<file path="src/rtl/iter_divider_if.sv">
`default_nettype none
// ============================================================================
// Module   : iter_divider_if
// Brief    : Operand/result stream bundle for the iterative divider.
//            master = EX stage (operand producer), slave = divider.
// Revision : 1.0 - initial release
// ============================================================================
interface iter_divider_if #(
    parameter int WIDTH = 32
) ();

    logic                   s_axis_dividend_tvalid;
    logic                   s_axis_dividend_tready;
    logic [WIDTH-1:0]       s_axis_dividend_tdata;
    logic                   s_axis_divisor_tvalid;
    logic                   s_axis_divisor_tready;
    logic [WIDTH-1:0]       s_axis_divisor_tdata;
    logic                   m_axis_dout_tvalid;
    logic [2*WIDTH-1:0]     m_axis_dout_tdata;

    modport master (
        output s_axis_dividend_tvalid,
        output s_axis_dividend_tdata,
        input  s_axis_dividend_tready,
        output s_axis_divisor_tvalid,
        output s_axis_divisor_tdata,
        input  s_axis_divisor_tready,
        input  m_axis_dout_tvalid,
        input  m_axis_dout_tdata
    );

    modport slave (
        input  s_axis_dividend_tvalid,
        input  s_axis_dividend_tdata,
        output s_axis_dividend_tready,
        input  s_axis_divisor_tvalid,
        input  s_axis_divisor_tdata,
        output s_axis_divisor_tready,
        output m_axis_dout_tvalid,
        output m_axis_dout_tdata
    );

endinterface
`default_nettype wire

</file>
<file path="src/rtl/iter_divider.sv">
`default_nettype none
// ============================================================================
// Module   : iter_divider
// Brief    : Radix-2 restoring integer divider, one quotient bit per cycle.
//            Two independent operand channels, {quotient, remainder} result
//            with a single-cycle valid pulse. SIGNED selects two's-complement.
// Revision : 1.0 - initial release
// ============================================================================
module iter_divider #(
    parameter int WIDTH  = 32,
    parameter bit SIGNED = 1'b1
) (
    input  logic          clk,
    input  logic          resetn,
    iter_divider_if.slave bus
);

    localparam int CW = $clog2(WIDTH + 1);

    typedef enum logic [1:0] {
        IDLE = 2'd0,
        BUSY = 2'd1,
        DONE = 2'd2
    } state_t;

    state_t             r_state;
    logic [CW-1:0]      r_cnt;
    logic               r_dvd_ready;
    logic               r_dsr_ready;
    logic               r_dvd_held;
    logic               r_dsr_held;
    logic [WIDTH-1:0]   r_dvd_raw;
    logic [WIDTH-1:0]   r_dsr_raw;
    logic [WIDTH-1:0]   r_quo;        // dividend bits shift out, quotient bits shift in
    logic [WIDTH:0]     r_rem;        // extra bit holds the borrow
    logic [WIDTH-1:0]   r_dsr_mag;
    logic               r_qneg;
    logic               r_rneg;
    logic               r_dzero;
    logic               r_dout_valid;
    logic [2*WIDTH-1:0] r_dout_data;

    // Channel capture: a handshake this cycle overrides the held copy
    logic               w_dvd_fire;
    logic               w_dsr_fire;
    logic               w_have_dvd;
    logic               w_have_dsr;
    logic               w_accept;
    logic [WIDTH-1:0]   w_dvd;
    logic [WIDTH-1:0]   w_dsr;
    logic               w_dvd_neg;
    logic               w_dsr_neg;
    logic [WIDTH-1:0]   w_dvd_mag;
    logic [WIDTH-1:0]   w_dsr_mag;

    assign w_dvd_fire = bus.s_axis_dividend_tvalid & r_dvd_ready;
    assign w_dsr_fire = bus.s_axis_divisor_tvalid  & r_dsr_ready;
    assign w_have_dvd = r_dvd_held | w_dvd_fire;
    assign w_have_dsr = r_dsr_held | w_dsr_fire;
    assign w_accept   = (r_state == IDLE) & w_have_dvd & w_have_dsr;
    assign w_dvd      = w_dvd_fire ? bus.s_axis_dividend_tdata : r_dvd_raw;
    assign w_dsr      = w_dsr_fire ? bus.s_axis_divisor_tdata  : r_dsr_raw;
    assign w_dvd_neg  = SIGNED & w_dvd[WIDTH-1];
    assign w_dsr_neg  = SIGNED & w_dsr[WIDTH-1];
    assign w_dvd_mag  = w_dvd_neg ? -w_dvd : w_dvd;
    assign w_dsr_mag  = w_dsr_neg ? -w_dsr : w_dsr;

    // One restoring step: shift in next dividend bit, trial-subtract divisor
    logic [WIDTH+1:0]   w_shift;
    logic [WIDTH+1:0]   w_diff;
    logic               w_qbit;

    assign w_shift = {r_rem, r_quo[WIDTH-1]};
    assign w_diff  = w_shift - {2'b00, r_dsr_mag};
    assign w_qbit  = ~w_diff[WIDTH+1];

    // Sign fixup; divide-by-zero returns all-ones and the untouched dividend
    logic [WIDTH-1:0]   w_quo_fix;
    logic [WIDTH-1:0]   w_rem_fix;

    assign w_quo_fix = r_dzero ? '1 : (r_qneg ? -r_quo : r_quo);
    assign w_rem_fix = r_dzero ? r_dvd_raw
                               : (r_rneg ? -r_rem[WIDTH-1:0] : r_rem[WIDTH-1:0]);

    assign bus.s_axis_dividend_tready = r_dvd_ready;
    assign bus.s_axis_divisor_tready  = r_dsr_ready;
    assign bus.m_axis_dout_tvalid     = r_dout_valid;
    assign bus.m_axis_dout_tdata      = r_dout_data;

    // Control FSM, operand capture, iteration datapath and registered result
    always_ff @(posedge clk or negedge resetn) begin
        if (!resetn) begin
            r_state      <= IDLE;
            r_cnt        <= '0;
            r_dvd_ready  <= 1'b0;
            r_dsr_ready  <= 1'b0;
            r_dvd_held   <= 1'b0;
            r_dsr_held   <= 1'b0;
            r_dvd_raw    <= '0;
            r_dsr_raw    <= '0;
            r_quo        <= '0;
            r_rem        <= '0;
            r_dsr_mag    <= '0;
            r_qneg       <= 1'b0;
            r_rneg       <= 1'b0;
            r_dzero      <= 1'b0;
            r_dout_valid <= 1'b0;
            r_dout_data  <= '0;
        end else begin
            r_dout_valid <= 1'b0;
            case (r_state)
                IDLE: begin
                    if (w_dvd_fire) begin
                        r_dvd_raw  <= bus.s_axis_dividend_tdata;
                        r_dvd_held <= 1'b1;
                    end
                    if (w_dsr_fire) begin
                        r_dsr_raw  <= bus.s_axis_divisor_tdata;
                        r_dsr_held <= 1'b1;
                    end
                    if (w_accept) begin
                        r_state     <= BUSY;
                        r_cnt       <= '0;
                        r_dvd_ready <= 1'b0;
                        r_dsr_ready <= 1'b0;
                        r_quo       <= w_dvd_mag;
                        r_rem       <= '0;
                        r_dsr_mag   <= w_dsr_mag;
                        r_qneg      <= w_dvd_neg ^ w_dsr_neg;
                        r_rneg      <= w_dvd_neg;
                        r_dzero     <= (w_dsr == '0);
                    end else begin
                        // Ready stays up only for a channel still waiting
                        r_dvd_ready <= ~w_have_dvd;
                        r_dsr_ready <= ~w_have_dsr;
                    end
                end
                BUSY: begin
                    if (r_cnt == CW'(WIDTH)) begin
                        // All bits resolved: publish the fixed-up result
                        r_state      <= DONE;
                        r_cnt        <= '0;
                        r_dout_valid <= 1'b1;
                        r_dout_data  <= {w_quo_fix, w_rem_fix};
                    end else begin
                        r_cnt <= r_cnt + 1'b1;
                        r_quo <= {r_quo[WIDTH-2:0], w_qbit};
                        r_rem <= w_qbit ? w_diff[WIDTH:0] : w_shift[WIDTH:0];
                    end
                end
                DONE: begin
                    r_state     <= IDLE;
                    r_dvd_held  <= 1'b0;
                    r_dsr_held  <= 1'b0;
                    r_dvd_ready <= 1'b1;
                    r_dsr_ready <= 1'b1;
                end
                default: begin
                    r_state <= IDLE;
                end
            endcase
        end
    end

endmodule
`default_nettype wire
</file>
<file path="src/flat_wrapper.sv">
// flat-port wrapper written by rule: the top's interface ports become plain ports
module iter_divider_flat 
#(
    parameter int WIDTH  = 32,
    parameter bit SIGNED = 1'b1
)
  (clk, resetn, bus_s_axis_dividend_tvalid, bus_s_axis_dividend_tdata, bus_s_axis_dividend_tready, bus_s_axis_divisor_tvalid, bus_s_axis_divisor_tdata, bus_s_axis_divisor_tready, bus_m_axis_dout_tvalid, bus_m_axis_dout_tdata);
  iter_divider_if #(.WIDTH(WIDTH)) bus_i ();
  input  logic clk;
  input  logic resetn;
  input wire logic [$bits(bus_i.s_axis_dividend_tvalid)-1:0] bus_s_axis_dividend_tvalid;
  input wire logic [$bits(bus_i.s_axis_dividend_tdata)-1:0] bus_s_axis_dividend_tdata;
  output wire logic [$bits(bus_i.s_axis_dividend_tready)-1:0] bus_s_axis_dividend_tready;
  input wire logic [$bits(bus_i.s_axis_divisor_tvalid)-1:0] bus_s_axis_divisor_tvalid;
  input wire logic [$bits(bus_i.s_axis_divisor_tdata)-1:0] bus_s_axis_divisor_tdata;
  output wire logic [$bits(bus_i.s_axis_divisor_tready)-1:0] bus_s_axis_divisor_tready;
  output wire logic [$bits(bus_i.m_axis_dout_tvalid)-1:0] bus_m_axis_dout_tvalid;
  output wire logic [$bits(bus_i.m_axis_dout_tdata)-1:0] bus_m_axis_dout_tdata;
  assign bus_i.s_axis_dividend_tvalid = bus_s_axis_dividend_tvalid;
  assign bus_i.s_axis_dividend_tdata = bus_s_axis_dividend_tdata;
  assign bus_s_axis_dividend_tready = bus_i.s_axis_dividend_tready;
  assign bus_i.s_axis_divisor_tvalid = bus_s_axis_divisor_tvalid;
  assign bus_i.s_axis_divisor_tdata = bus_s_axis_divisor_tdata;
  assign bus_s_axis_divisor_tready = bus_i.s_axis_divisor_tready;
  assign bus_m_axis_dout_tvalid = bus_i.m_axis_dout_tvalid;
  assign bus_m_axis_dout_tdata = bus_i.m_axis_dout_tdata;
  iter_divider #(.WIDTH(WIDTH), .SIGNED(SIGNED)) u_core (.clk(clk), .resetn(resetn), .bus(bus_i));
endmodule
</file>
<file path="config.mk">
export PLATFORM = sky130hd
export DESIGN_NAME = iter_divider_flat
export DESIGN_NICKNAME = d
export VERILOG_FILES = /design/src/rtl/iter_divider_if.sv /design/src/rtl/iter_divider.sv /design/src/flat_wrapper.sv
export SDC_FILE = /design/constraint.sdc
export NUM_CORES = 1
export LEC_CHECK = 0
export BUFFER_PORTS_ARGS = -buffer_cell sky130_fd_sc_hd__buf_2
export CAP_MARGIN = 20
export CORE_MARGIN = 4
export CORE_UTILIZATION = 60
export CTS_CLUSTER_SIZE = 12
export DETAILED_ROUTE_END_ITERATION = 10
export PLACE_DENSITY_LB_ADDON = 0.05
export SYNTH_ARGS = -nofsm -noshare
export SYNTH_HDL_FRONTEND = slang
export SYNTH_SLANG_ARGS = --single-unit
</file>
<file path="constraint.sdc">
create_clock -name clk -period 6.6 [get_ports clk]
set_clock_uncertainty 0.15 [all_clocks]
set_input_delay 0.33 -clock clk [delete_from_list [all_inputs] [get_ports clk]]
set_output_delay 0.33 -clock clk [all_outputs]
set_load 0.05 [all_outputs]
</file>
Word-level counts from Yosys, hierarchy flattened
Cells that the tools add are included.
{"block": "word_totals", "wordCells": 82, "out_inout_bits": 67, "reg_bits": 241, "input_bits": 68}
{"block": "classes", "add_sub_neg": 6, "mux": 31, "n_bitwise": 10, "reduce_logical": 11, "eq_ne": 8}
{"operator": "$mux 32", "n": 10}
{"operator": "$neg 32->32", "n": 4}
{"operator": "$mux 33", "n": 3}
{"operator": "$pmux 33 s2", "n": 1}
{"operator": "$pmux 32 s2", "n": 1}
{"operator": "$sub 34x32->34", "n": 1}
{"operator": "$logic_not 32->1", "n": 1}
{"operator": "$mux 6", "n": 2}
{"operator": "$pmux 6 s2", "n": 1}
{"operator": "$reduce_and 2->1", "n": 6}
{"operator": "$ne 2x1->1 const B", "n": 4}
{"operator": "$pmux 1 s2", "n": 4}
{"operator": "$add 6x1->6 const B", "n": 1}
{"operator": "$eq 6x6->1 const B", "n": 1}
{"operator": "$mux 1", "n": 6}
{"operator": "$and 1x1->1", "n": 4}
{"operator": "$mux 2", "n": 2}
{"operator": "$pmux 2 s2", "n": 1}
{"operator": "$reduce_bool 2->1", "n": 2}
{"operator": "$not 1->1", "n": 3}
{"operator": "$reduce_and 3->1", "n": 1}
{"operator": "$eq 2x1->1 const B", "n": 1}
{"operator": "$eq 2x2->1 const B", "n": 1}
{"operator": "$logic_not 2->1", "n": 1}
{"operator": "other kinds (3)", "n": 4}

Depth between registers and ports, before layout
Gate-level depths: netlist of the first run.
{"block": "logic_depth", "ltp_word": 6, "ltp_mapped": 17, "depth_no_buf": 13}

Worst setup path after synthesis of the first run
No wires, ideal clock.
{"block": "synth_timing", "kind": "register to register", "from": "register u_core.r_dvd_ready, in the netlist u_core.bus.s_axis_dividend_tready", "to": "register u_core.r_quo[24]", "t_arrival_ns": 3.714, "period_less_slack_ns": 3.947, "required_time_ns": 6.367, "setup_ns": 0.083, "setup_slack_ns": 2.653, "n_path_buf": 5, "path_stages_with_launch": 18, "cell_sequence": "dfrtp_1 > buf_2 > and2_1 > buf_2 > buf_2 > buf_2 > buf_2 > mux2i_1 > ha_1 > inv_1 > a211oi_1 > and3_1 > a31oi_1 > a21o_1 > a21oi_1 > xor2_1 > nor2_1 > o21ai_0"}
{"block": "synth_between", "elab_chain_len": 6, "elab_cells_between_ends": 11, "cone_classes": "add/sub: 1; eq/ne: 1; mux: 4; bitwise: 4; reduce/logical: 1"}
{"element": "start: declaration", "line_no": "iter_divider.sv:28", "text": "logic r_dvd_ready;"}
{"element": "start signal: assignment", "line_no": "iter_divider.sv:134", "text": "r_dvd_ready <= ~w_have_dvd;"}
{"element": "$and 1x1->1 (*)", "line_no": "iter_divider.sv:56", "text": "assign w_dvd_fire = bus.s_axis_dividend_tvalid & r_dvd_ready;"}
{"element": "$mux 32 / $or 1x1->1 (equally long branches)", "line_no": "iter_divider.sv:61, iter_divider.sv:58"}
{"element": "$neg 32->32 / $and 1x1->1 (equally long branches)", "line_no": "iter_divider.sv:65, iter_divider.sv:60"}
{"element": "$mux 32 / $and 1x1->1 (equally long branches)", "line_no": "iter_divider.sv:65, iter_divider.sv:60"}
{"element": "$mux 32 / $ne 2x1->1 (equally long branches)"}
{"element": "$pmux 32 s2 / $reduce_and 3->1 (equally long branches)"}
{"element": "end signal: assignment", "line_no": "iter_divider.sv:126", "text": "r_quo <= w_dvd_mag;"}
{"element": "end signal: assignment", "line_no": "iter_divider.sv:147", "text": "r_quo <= {r_quo[WIDTH-2:0], w_qbit};"}
{"element": "end: declaration", "line_no": "iter_divider.sv:34", "text": "logic [WIDTH-1:0] r_quo;"}
Every way passes the cells marked *; elsewhere a longest branch is shown, timed or not. The select of a mux whose other input is x is not followed.
A chain may end at the register's enable or synchronous reset.

Final worst setup path of the first run
{"block": "layout_timing", "from": "register u_core.r_dvd_ready, in the netlist u_core.bus.s_axis_dividend_tready", "to": "register u_core.r_quo[26]"}
Same word-level chain as after synthesis.

==> results.py, run 1 <==
metrics = {
    "global_route": {
        "via_count_of_the_first_global_routing_pass": 12812,
        "globalRouteOverflowTotal": 0,
        "grt_pass1_wl_um": 68200,
        "pin_count_of_the_biggest_net_entering_global_routing": 147,
        "grt_antenna_before_repair": 0,
        "globalRouteTotalUtil_pct": 29.6,
    },
    "timing": {
        "fin_crit_sh_pct": 65.5,
        "max_slew.worst_pin.slew_ns": 1.07,
        "max_slew_margin_pct": 28.8,
        "final_max_slew_viol_count": 0,
        "period_minus_slack_ns": 4.32,
        "total_count_of_hold_check_failures_in_the_final_report": 0,
        "setup-violations-final": 0,
        "unrepaired_setup_endpoints_after_global_routing": "no",
        "clock.fmax_ghz": 0.231,
        "setup_total_negative_slack_ns": 0,
    },
    "setup_path": {
        "timing.critical_path.cells": "and2_2 > buf_4 > mux2i_1 > ha_1 > inv_1 > a211oi_1 > and3_1 > nand4_1 > o21ai_0 > xnor2_1 > nor2_1 > a21oi_1 > o21ai_0",
        "path_max_fanout": 29,
        "worstReg2RegEnd": "u_core.r_quo[26]",
        "data_required_critical_path_ns": 6.84,
        "worst_path_max_delay_cell": "and2_2",
        "path_class": "flip-flop to flip-flop",
        "rr_worst_depth": 13,
        "regToRegSetupSlack_ns": 2.28,
        "setup.worst_path.start_class": "flip-flop",
        "timing.critical_path.to_type": "flip-flop",
        "cp.arrival_ns": 4.56,
        "crit_path_frequent_cell": "o21ai_0",
        "reg2reg_from": "u_core.bus.s_axis_dividend_tready",
        "worst_stage_delay_on_the_critical_path_ns": 0.76,
    },
    "detailed_routing": {
        "drt.antenna.violating_nets": 0,
        "postRouteWirelength_um": 42300,
        "detailedRoute.firstIterationViolations": 1110,
        "drc": 0,
        "num_vias": 13282,
        "post_drt_via_cell_ratio": 6.00,
        "detail_route.first_pass.iterations": 6,
        "route.detailed.wl_per_inst_um": 19.1,
    },
    "clocking": {
        "clock_latency_ns": 0.55,
        "cts_max_level": 1,
        "cts.path.max_buffers": 3,
        "cts.clk_slew.worst_paths_ns": 0.06,
        "cts.repair.resized": 0,
        "cts-root-buf": "clkbuf_16",
        "numCtsBuffers": 27,
        "clock_sink_count": 241,
        "cts_tree": "done",
    },
    "floorplan": {
        "num_io_pins": 135,
        "die_w_um": 167,
        "fp.dieH_um": 167,
        "initial_utilization_pct": 61.7,
        "die_area_um2": 27900,
        "std_cell_rows": 57,
        "coreArea_um2": 24600,
    },
    "yosys": {
        "synth_area_per_cell_um2": 8.60,
        "synth-seq-cells": 241,
        "synth.lib_cells_used.distinct": 78,
        "seq_area_frac_synth_pct": 39.8,
        "postSynthCellCount": 1765,
        "synth.cell_area_um2": 15200,
        "post-synth-top-area-cell": "dfrtp_1",
        "synth.net_count": 1872,
        "async_reset_ff_share_pct": 100,
        "yosysWarningCount": 0,
        "number_of_enable_flip_flop_cells_after_synthesis": 0,
        "ys.flop_type": "dfrtp_1",
        "top_count_cell_post_synth": "nand2_1",
        "synth_commonest_cells": "258 x nand2_1, 241 x dfrtp_1, 199 x o21ai_0",
        "yosysTopAreaCellShare_pct": 39.8,
        "synthTopCellsByArea": "dfrtp_1 40%, o21ai_0 6.6%, nand2_1 6.4%",
    },
    "finish": {
        "n_antenna_cell": 0,
        "layout-drive-gt1-share_pct": 13.1,
        "area_growth_pct": 13.0,
        "fin_nets": 1978,
    },
    "worst_hold_path": {
        "min_delay_path_depth": 3,
        "holdCritStartpoint": "bus_s_axis_divisor_tdata[25]",
        "worst_hold_path_type": "primary input to flip-flop",
        "worstHoldEndpoint": "u_core.r_dsr_raw[25]",
    },
    "place": {
        "hpwlAfterDp_um": 30600,
        "place_congestion": 0.927,
        "placement.io_buffers": 134,
    },
    "run_status": {
        "status": "finished clean",
    },
    "run": {
        "timing.max_cap.violations": 0,
    },
}
layer usage:
layer  GRT usage [%]  share of wire [%]  routed length (um)
met3            3.22                5.1                2170
met4            10.4                3.7                1550
met2            50.4                 49               20800
met5               0                  0                   0
met1            39.5                 42               17800
flip-flops by register name (all words and copies together), names as in the netlist, 2 cells and up:
register / flops
u_core.r_cnt: 6
u_core.r_dsr_mag: 32
u_core.r_quo: 32
u_core.r_dvd_raw: 32
u_core.r_dsr_raw: 32
u_core.r_rem: 33
u_core.bus.m_axis_dout_tdata: 64
u_core.r_state: 2
worst max-delay path, delay by kind of cell (launching register included):
kind / cells / cell delay, ns
AO/OA/AOI/OAI: 4 / 0.83
XOR/XNOR: 1 / 0.15
adder cells (fa/ha/maj): 1 / 0.23
buffers and inverters: 2 / 0.45
flip-flops: 1 / 0.68
multiplexers: 1 / 0.40
AND/OR/NAND/NOR: 4 / 1.27
cell type report:
type,count,area [um^2]
inverter,59,221
multi-input combinational,1365,8520
tap,324,405
clock buffer,40,754
fill,2001,7460
sequential,241,6030
timing repair buffer,177,1090
clock inverter,7,114
cell usage in the layout (no fill, tap or decap), drive strengths merged, types with 11 or more instances in the layout:
cell         count
nand2          258
dfrtp          241
o21ai          216
nor2           157
a21oi          150
buf            149
xor2            94
mux2i           82
inv             60
xnor2           54
clkbuf          40
ha              38
nand3           31
dlygate4sd3     28
o31ai           27
mux2            26
or3             18
a211oi          16
nor3            15
a21o            13
a31oi           11
cells by family after synthesis:
group | after synthesis | share of synthesized area [%]
xor+xnor | 148 | 8.59
simple gates | 558 | 16.7
mux | 108 | 7.36
buf+inv | 159 | 4.35
flops | 241 | 39.8
fa+ha+maj | 39 | 3.27
compound gates | 512 | 20.0
worst max-delay path by stage:
stage / from / depth (start not counted) / endpoint / slack (ns)
after floorplan: u_core.bus.s_axis_dividend_tready / 17 / u_core.r_quo[24] / 2.65
after global placement: u_core.bus.s_axis_dividend_tready / 10 / u_core.r_quo[30] / 2.46
after detailed placement: u_core.bus.s_axis_dividend_tready / 13 / u_core.r_quo[26] / 2.34
after CTS: u_core.bus.s_axis_dividend_tready / 13 / u_core.r_quo[26] / 2.30
after global routing: u_core.bus.s_axis_dividend_tready / 13 / u_core.r_quo[24] / 1.91
final: u_core.bus.s_axis_dividend_tready / 13 / u_core.r_quo[26] / 2.28
per-stage QoR:
step	instance area, um^2	hold slack, ns	util [%]	instances	setup WS, ns
floorplan	15200	-0.116	-	1765	2.65
global placement	16000	0.245	64.9	2137	2.46
detailed placement	16000	0.242	65.0	2138	2.34
CTS	17100	0.00613	69.7	2213	2.30
global route	17100	0.0499	69.7	2213	1.91
finish	17100	0.0313	69.7	2213	2.28
timing repair:
action                     CTS  global route
buffers inserted             0             0
hold endpoints to repair   122             0
hold buffers                28             0
setup endpoints to repair    0             0
Power of run 1 is left out: the tool's default activity adds up to more than one toggle a clock period on the data nets, which glitch-free logic cannot reach.
==> run 2, diff against run 1 <==
Settings changed: CORE_UTILIZATION 60 to 55.
Clock period 6.6 ns to 3.5 ns, I/O delays scaled along.
==> results.py, run 2 (same netlist as run 1, synthesis figures left out) <==
metrics = {
    "finish": {
        "flip_flop_count_of_the_largest_register_all_copies_and_words_added": 64,
        "fillerInstances": 2255,
        "multi_input_combinational_cell_area_um2": 8550,
        "layout.cells.most_common": "nand2_1",
        "fin_util_pct": 66.9,
        "fin_nets": 2065,
        "layout-drive-gt1-share_pct": 16.0,
        "seq_area_um2": 6030,
        "area_growth_pct": 19.3,
        "mostFrequentLayoutCells": "257 x nand2_1, 238 x dfrtp_1, 199 x o21ai_0",
        "n_antenna_cell": 0,
    },
    "clocking": {
        "numCtsBuffers": 28,
        "clock_sink_count": 241,
        "cts-root-buf": "clkbuf_16",
        "cts_max_level": 1,
        "cts.clk_slew.worst_paths_ns": 0.06,
        "clock_latency_ns": 0.54,
        "cts.path.max_buffers": 3,
        "cts_tree": "done",
    },
    "global_route": {
        "globalRouteTotalUtil_pct": 28.6,
        "via_count_of_the_first_global_routing_pass": 13207,
        "globalRouteOverflowTotal": 0,
        "grt_antenna_before_repair": 0,
        "pin_count_of_the_biggest_net_entering_global_routing": 134,
        "grt_pass1_wl_um": 71300,
    },
    "floorplan": {
        "num_io_pins": 135,
        "initial_utilization_pct": 56.1,
        "coreArea_um2": 27000,
        "std_cell_rows": 60,
        "die_area_um2": 30300,
        "fp.dieH_um": 174,
        "die_w_um": 174,
    },
    "timing": {
        "fin_crit_sh_pct": 93.0,
        "max_slew_margin_pct": 26.2,
        "setup-violations-final": 0,
        "hold-worst-slack_ns": 0.00849,
        "total_count_of_hold_check_failures_in_the_final_report": 0,
        "final_max_slew_viol_count": 0,
        "period_minus_slack_ns": 3.25,
        "unrepaired_setup_endpoints_after_global_routing": "no",
        "clock.fmax_ghz": 0.307,
        "max_slew.worst_pin.slew_ns": 1.11,
    },
    "setup_path": {
        "reg2reg_from": "u_core.r_quo[31]",
        "crit_path_frequent_cell": "inv_1",
        "timing.critical_path.cells": "inv_1 > ha_1 > inv_1 > fa_1 > a21oi_1 > o211ai_1 > a32oi_2 > nand3_1 > nor4bb_1 > a2111oi_1 > buf_4 > a22oi_1 > xnor2_1 > o221ai_1",
        "cp_num_buf_inv": 3,
        "setup.worst_path.start_class": "flip-flop",
        "worst_stage_delay_on_the_critical_path_ns": 0.39,
        "regToRegSetupSlack_ns": 0.25,
        "timing.critical_path.to_type": "flip-flop",
        "worst_path_max_delay_cell": "fa_1",
        "worstReg2RegEnd": "u_core.r_rem[30]",
        "setup.worst_path.start": "u_core.r_quo[31]",
        "cpLargestDelayFamily": "compound AO/OA/AOI/OAI gates",
        "path_max_fanout": 3,
        "cp.arrival_ns": 3.52,
        "path_class": "flip-flop to flip-flop",
        "rr_worst_depth": 14,
        "data_required_critical_path_ns": 3.76,
    },
    "detailed_routing": {
        "post_drt_via_cell_ratio": 5.86,
        "detailedRoute.firstIterationViolations": 1010,
        "drt.antenna.violating_nets": 0,
        "num_vias": 13606,
        "drc": 0,
        "detail_route.first_pass.iterations": 5,
        "route.detailed.wl_per_inst_um": 19.0,
        "postRouteWirelength_um": 44100,
    },
    "worst_hold_path": {
        "holdCritStartpoint": "bus_s_axis_divisor_tdata[1]",
        "worstHoldEndpoint": "u_core.r_dsr_raw[1]",
        "min_delay_path_depth": 4,
        "worst_hold_path_type": "primary input to flip-flop",
    },
    "place": {
        "hpwlAfterDp_um": 32300,
        "placement.io_buffers": 134,
        "place_congestion": 0.945,
    },
    "run_status": {
        "status": "finished clean",
    },
    "run": {
        "timing.max_cap.violations": 0,
    },
}
[run 2: cell types whose count changed in the layout (fill, tap and decap cells not counted), sizes merged]
cell	before	now
buf	149	206
clkbuf	40	47
inv	60	59
dlygate4sd3	28	57
bufinv	3	5
clkinv	3	0
[run 2: worst max path at each step]
stage / endpoint / cells past startpoint
finish: u_core.r_rem[30] / 14
global route: u_core.r_rem[30] / 14
CTS: u_core.r_rem[30] / 14
detailed placement: u_core.r_rem[30] / 14
global placement: u_core.r_rem[30] / 14
floorplan: u_core.r_quo[24] / 17
[run 2: layout make-up]
type / count / share of cell area (%)
Multi-Input combinational cell: 1365 / 47.3
Inverter: 59 / 1.22
Timing Repair Buffer: 263 / 10.0
Sequential cell: 241 / 33.4
Clock buffer: 47 / 4.94
Tap cell: 341 / 2.36
Clock inverter: 5 / 0.830
[run 2: timing repair]
action / in CTS / in global routing
hold buffers: 57 / 0
resized for setup: 0 / 6
endpoints found under the hold margin: 197 / 0
setup endpoints to repair: 0 / 13
buffers inserted: 0 / 4
[run 2: routing by layer]
layer  vias to the layer above  wire length [um]  GRT usage [%]
met4                         0              1680           9.67
met1                      6516             18900           38.8
met2                       405             21400           48.5
li1                       6592                 -              -
met5                         -                 0              0
met3                        93              2060           2.94
[run 2: metrics by stage]
stage	area [um^2]	TNS (ns)	std cells	setup slack, ns
detailed placement	16400	0	2208	0.0939
finish	18100	0	2321	0.246
CTS	18000	0	2317	0.0689
global route	18100	0	2321	0.00724
floorplan	15200	-0.0188	1765	-0.0188
global placement	16400	0	2208	0.171
[run 2: worst min-delay path: cells and delay by family]
family | cells | cell delay [ns]
simple gates | 1 | 0.18
buf+inv | 1 | 0.08
compound gates | 2 | 0.22
Power of run 2 is left out for the same reason.
==> run 3, diff against run 2 <==
Settings changed: CORE_UTILIZATION 55 to 45.
Clock period 3.5 ns to 2.79 ns, I/O delays scaled along.
==> results.py, run 3 (same netlist as run 1, synthesis figures left out) <==
metrics = {
    "setup_path": {
        "timing.critical_path.cells": "ha_4 > nor2b_4 > o31a_1 > o31a_1 > a221oi_4 > o2111ai_2 > nand2_2 > xnor2_4 > buf_12 > buf_12 > mux2i_1 > o21ai_0",
        "worst_path_max_delay_cell": "dfrtp_2",
        "cpLargestDelayFamily": "compound AO/OA/AOI/OAI gates",
        "data_required_critical_path_ns": 3.07,
        "cp.arrival_ns": 3.31,
        "timing.critical_path.to_type": "flip-flop",
        "worst_stage_delay_on_the_critical_path_ns": 0.45,
        "path_max_fanout": 7,
        "setup.worst_path.start_class": "flip-flop",
        "cp_num_buf_inv": 2,
        "path_class": "flip-flop to flip-flop",
    },
    "clocking": {
        "cts-root-buf": "clkbuf_16",
        "cts.clk_slew.worst_paths_ns": 0.07,
        "numCtsBuffers": 29,
        "cts_max_level": 1,
        "clock_latency_ns": 0.56,
        "cts.path.max_buffers": 3,
        "cts_tree": "done",
        "clock_sink_count": 241,
    },
    "timing": {
        "max_slew.worst_pin.slew_ns": 1.25,
        "worst_slack_ns": -0.243,
        "fin_crit_sh_pct": 109,
        "max_slew_margin_pct": 16.9,
        "setup-violations-final": 44,
        "final_max_slew_viol_count": 0,
        "setup_total_negative_slack_ns": -5.34,
        "total_count_of_hold_check_failures_in_the_final_report": 0,
        "period_minus_slack_ns": 3.03,
        "clock.fmax_ghz": 0.330,
        "unrepaired_setup_endpoints_after_global_routing": "yes",
    },
    "global_route": {
        "globalRouteTotalUtil_pct": 26.1,
        "grt_pass1_wl_um": 76800,
        "globalRouteOverflowTotal": 0,
        "via_count_of_the_first_global_routing_pass": 14502,
        "grt_antenna_before_repair": 0,
        "pin_count_of_the_biggest_net_entering_global_routing": 61,
    },
    "finish": {
        "layout.cells.most_common": "buf_4",
        "mostFrequentLayoutCells": "259 x buf_4, 248 x nand2_1, 234 x dfrtp_1",
        "area_growth_pct": 40.3,
        "seq_area_um2": 6040,
        "fin_nets": 2294,
        "layout-drive-gt1-share_pct": 31.1,
        "flip_flop_count_of_the_largest_register_all_copies_and_words_added": 64,
        "multi_input_combinational_cell_area_um2": 9660,
        "fillerInstances": 2768,
        "n_antenna_cell": 0,
    },
    "floorplan": {
        "std_cell_rows": 66,
        "coreArea_um2": 32900,
        "fp.dieH_um": 192,
        "initial_utilization_pct": 46.2,
        "num_io_pins": 135,
        "die_w_um": 192,
        "die_area_um2": 36700,
    },
    "place": {
        "hpwlAfterDp_um": 36100,
        "placement.io_buffers": 134,
        "place_congestion": 0.925,
    },
    "detailed_routing": {
        "postRouteWirelength_um": 50300,
        "route.detailed.wl_per_inst_um": 19.0,
        "post_drt_via_cell_ratio": 5.51,
        "drc": 0,
        "drt.antenna.violating_nets": 0,
        "detail_route.first_pass.iterations": 5,
        "num_vias": 14601,
        "detailedRoute.firstIterationViolations": 809,
    },
    "worst_hold_path": {
        "worst_hold_path_type": "primary input to flip-flop",
    },
    "run_status": {
        "status": "finished with violations",
        "violated_checks": "negative setup slack",
    },
    "run": {
        "timing.max_cap.violations": 0,
    },
}
run 3: changes by cell type in the layout (fill, tap and decap cells not counted), sizes merged:
| cell | previous run | this run |
|---|---|---|
| and2 | 7 | 9 |
| buf | 206 | 424 |
| clkbuf | 47 | 45 |
| clkinv | 0 | 3 |
| clkinvlp | 0 | 1 |
| dlygate4sd3 | 57 | 64 |
| inv | 59 | 60 |
run 3: layer usage:
metal | vias to the layer above | share of wire (%) | track usage, % | wire length [um]
met5 | - | 0 | 0 | 0
met4 | 0 | 3.5 | 7.76 | 1750
met3 | 98 | 4.4 | 3.05 | 2230
met2 | 385 | 50 | 46.2 | 24900
met1 | 7074 | 42 | 33.6 | 21400
li1 | 7044 | - | - | -
run 3: worst paths after layout:
| path | slack (ns) | cells past startpoint | endpoint | start |
|---|---|---|---|---|
| max in group asynchronous | 0.35 | 4 | u_core.bus.m_axis_dout_tdata[52] | resetn |
| min | 0.08 | 5 | u_core.r_dvd_raw[10] | bus_s_axis_dividend_tdata[10] |
| max | -0.24 | 12 | u_core.r_rem[23] | u_core.r_rem[0] |
| min in group asynchronous | 0.49 | 3 | u_core.bus.m_axis_dout_tdata[41] | resetn |
| max reg2reg | -0.24 | 12 | u_core.r_rem[23] | u_core.r_rem[0] |
| min reg2reg | 0.32 | 2 | u_core.bus.m_axis_dout_tdata[32] | u_core.bus.m_axis_dout_tdata[32] |
run 3: repair_timing:
item | 4_1_cts | 5_1_grt
pin swaps | 43 | 75
hold endpoints to repair | 327 | 0
resized for setup | 51 | 159
gates cloned | 3 | 2
hold buffers | 64 | 0
setup buffers | 17 | 22
setup endpoints to repair | 62 | 86
run 3: worst register-to-register path: stages (launching register included):
cell and delay (ns):
dfrtp_2 0.45, ha_4 0.22, nor2b_4 0.12, o31a_1 0.26, o31a_1 0.31, a221oi_4 0.31
o2111ai_2 0.14, nand2_2 0.17, xnor2_4 0.14, buf_12 0.17, buf_12 0.14, mux2i_1 0.22
o21ai_0 0.11
run 3: area by class of cell:
class / instances / share of cell area [%]
tap: 442 / 2.60
multi-input combinational: 1367 / 45.4
inverter: 59 / 1.04
clock inverter: 10 / 0.870
timing repair buffer: 489 / 17.8
clock buffer: 44 / 3.95
sequential: 241 / 28.4
run 3: stage by stage:
stage | setup WS [ns] | hold WS (ns) | util [%] | area, um^2 | cells
3_5_place_dp | -0.249 | -0.0137 | 55.3 | 18200 | 2494
2_1_floorplan | -0.460 | -0.306 | - | 15400 | 1765
6_report | -0.243 | 0.0837 | 64.8 | 21300 | 2652
3_3_place_gp | -0.192 | -0.0167 | 55.3 | 18200 | 2494
5_1_grt | -0.395 | 0.128 | 64.8 | 21300 | 2652
4_1_cts | -0.218 | 0.0141 | 61.7 | 20300 | 2631
Power of run 3 is left out for the same reason.
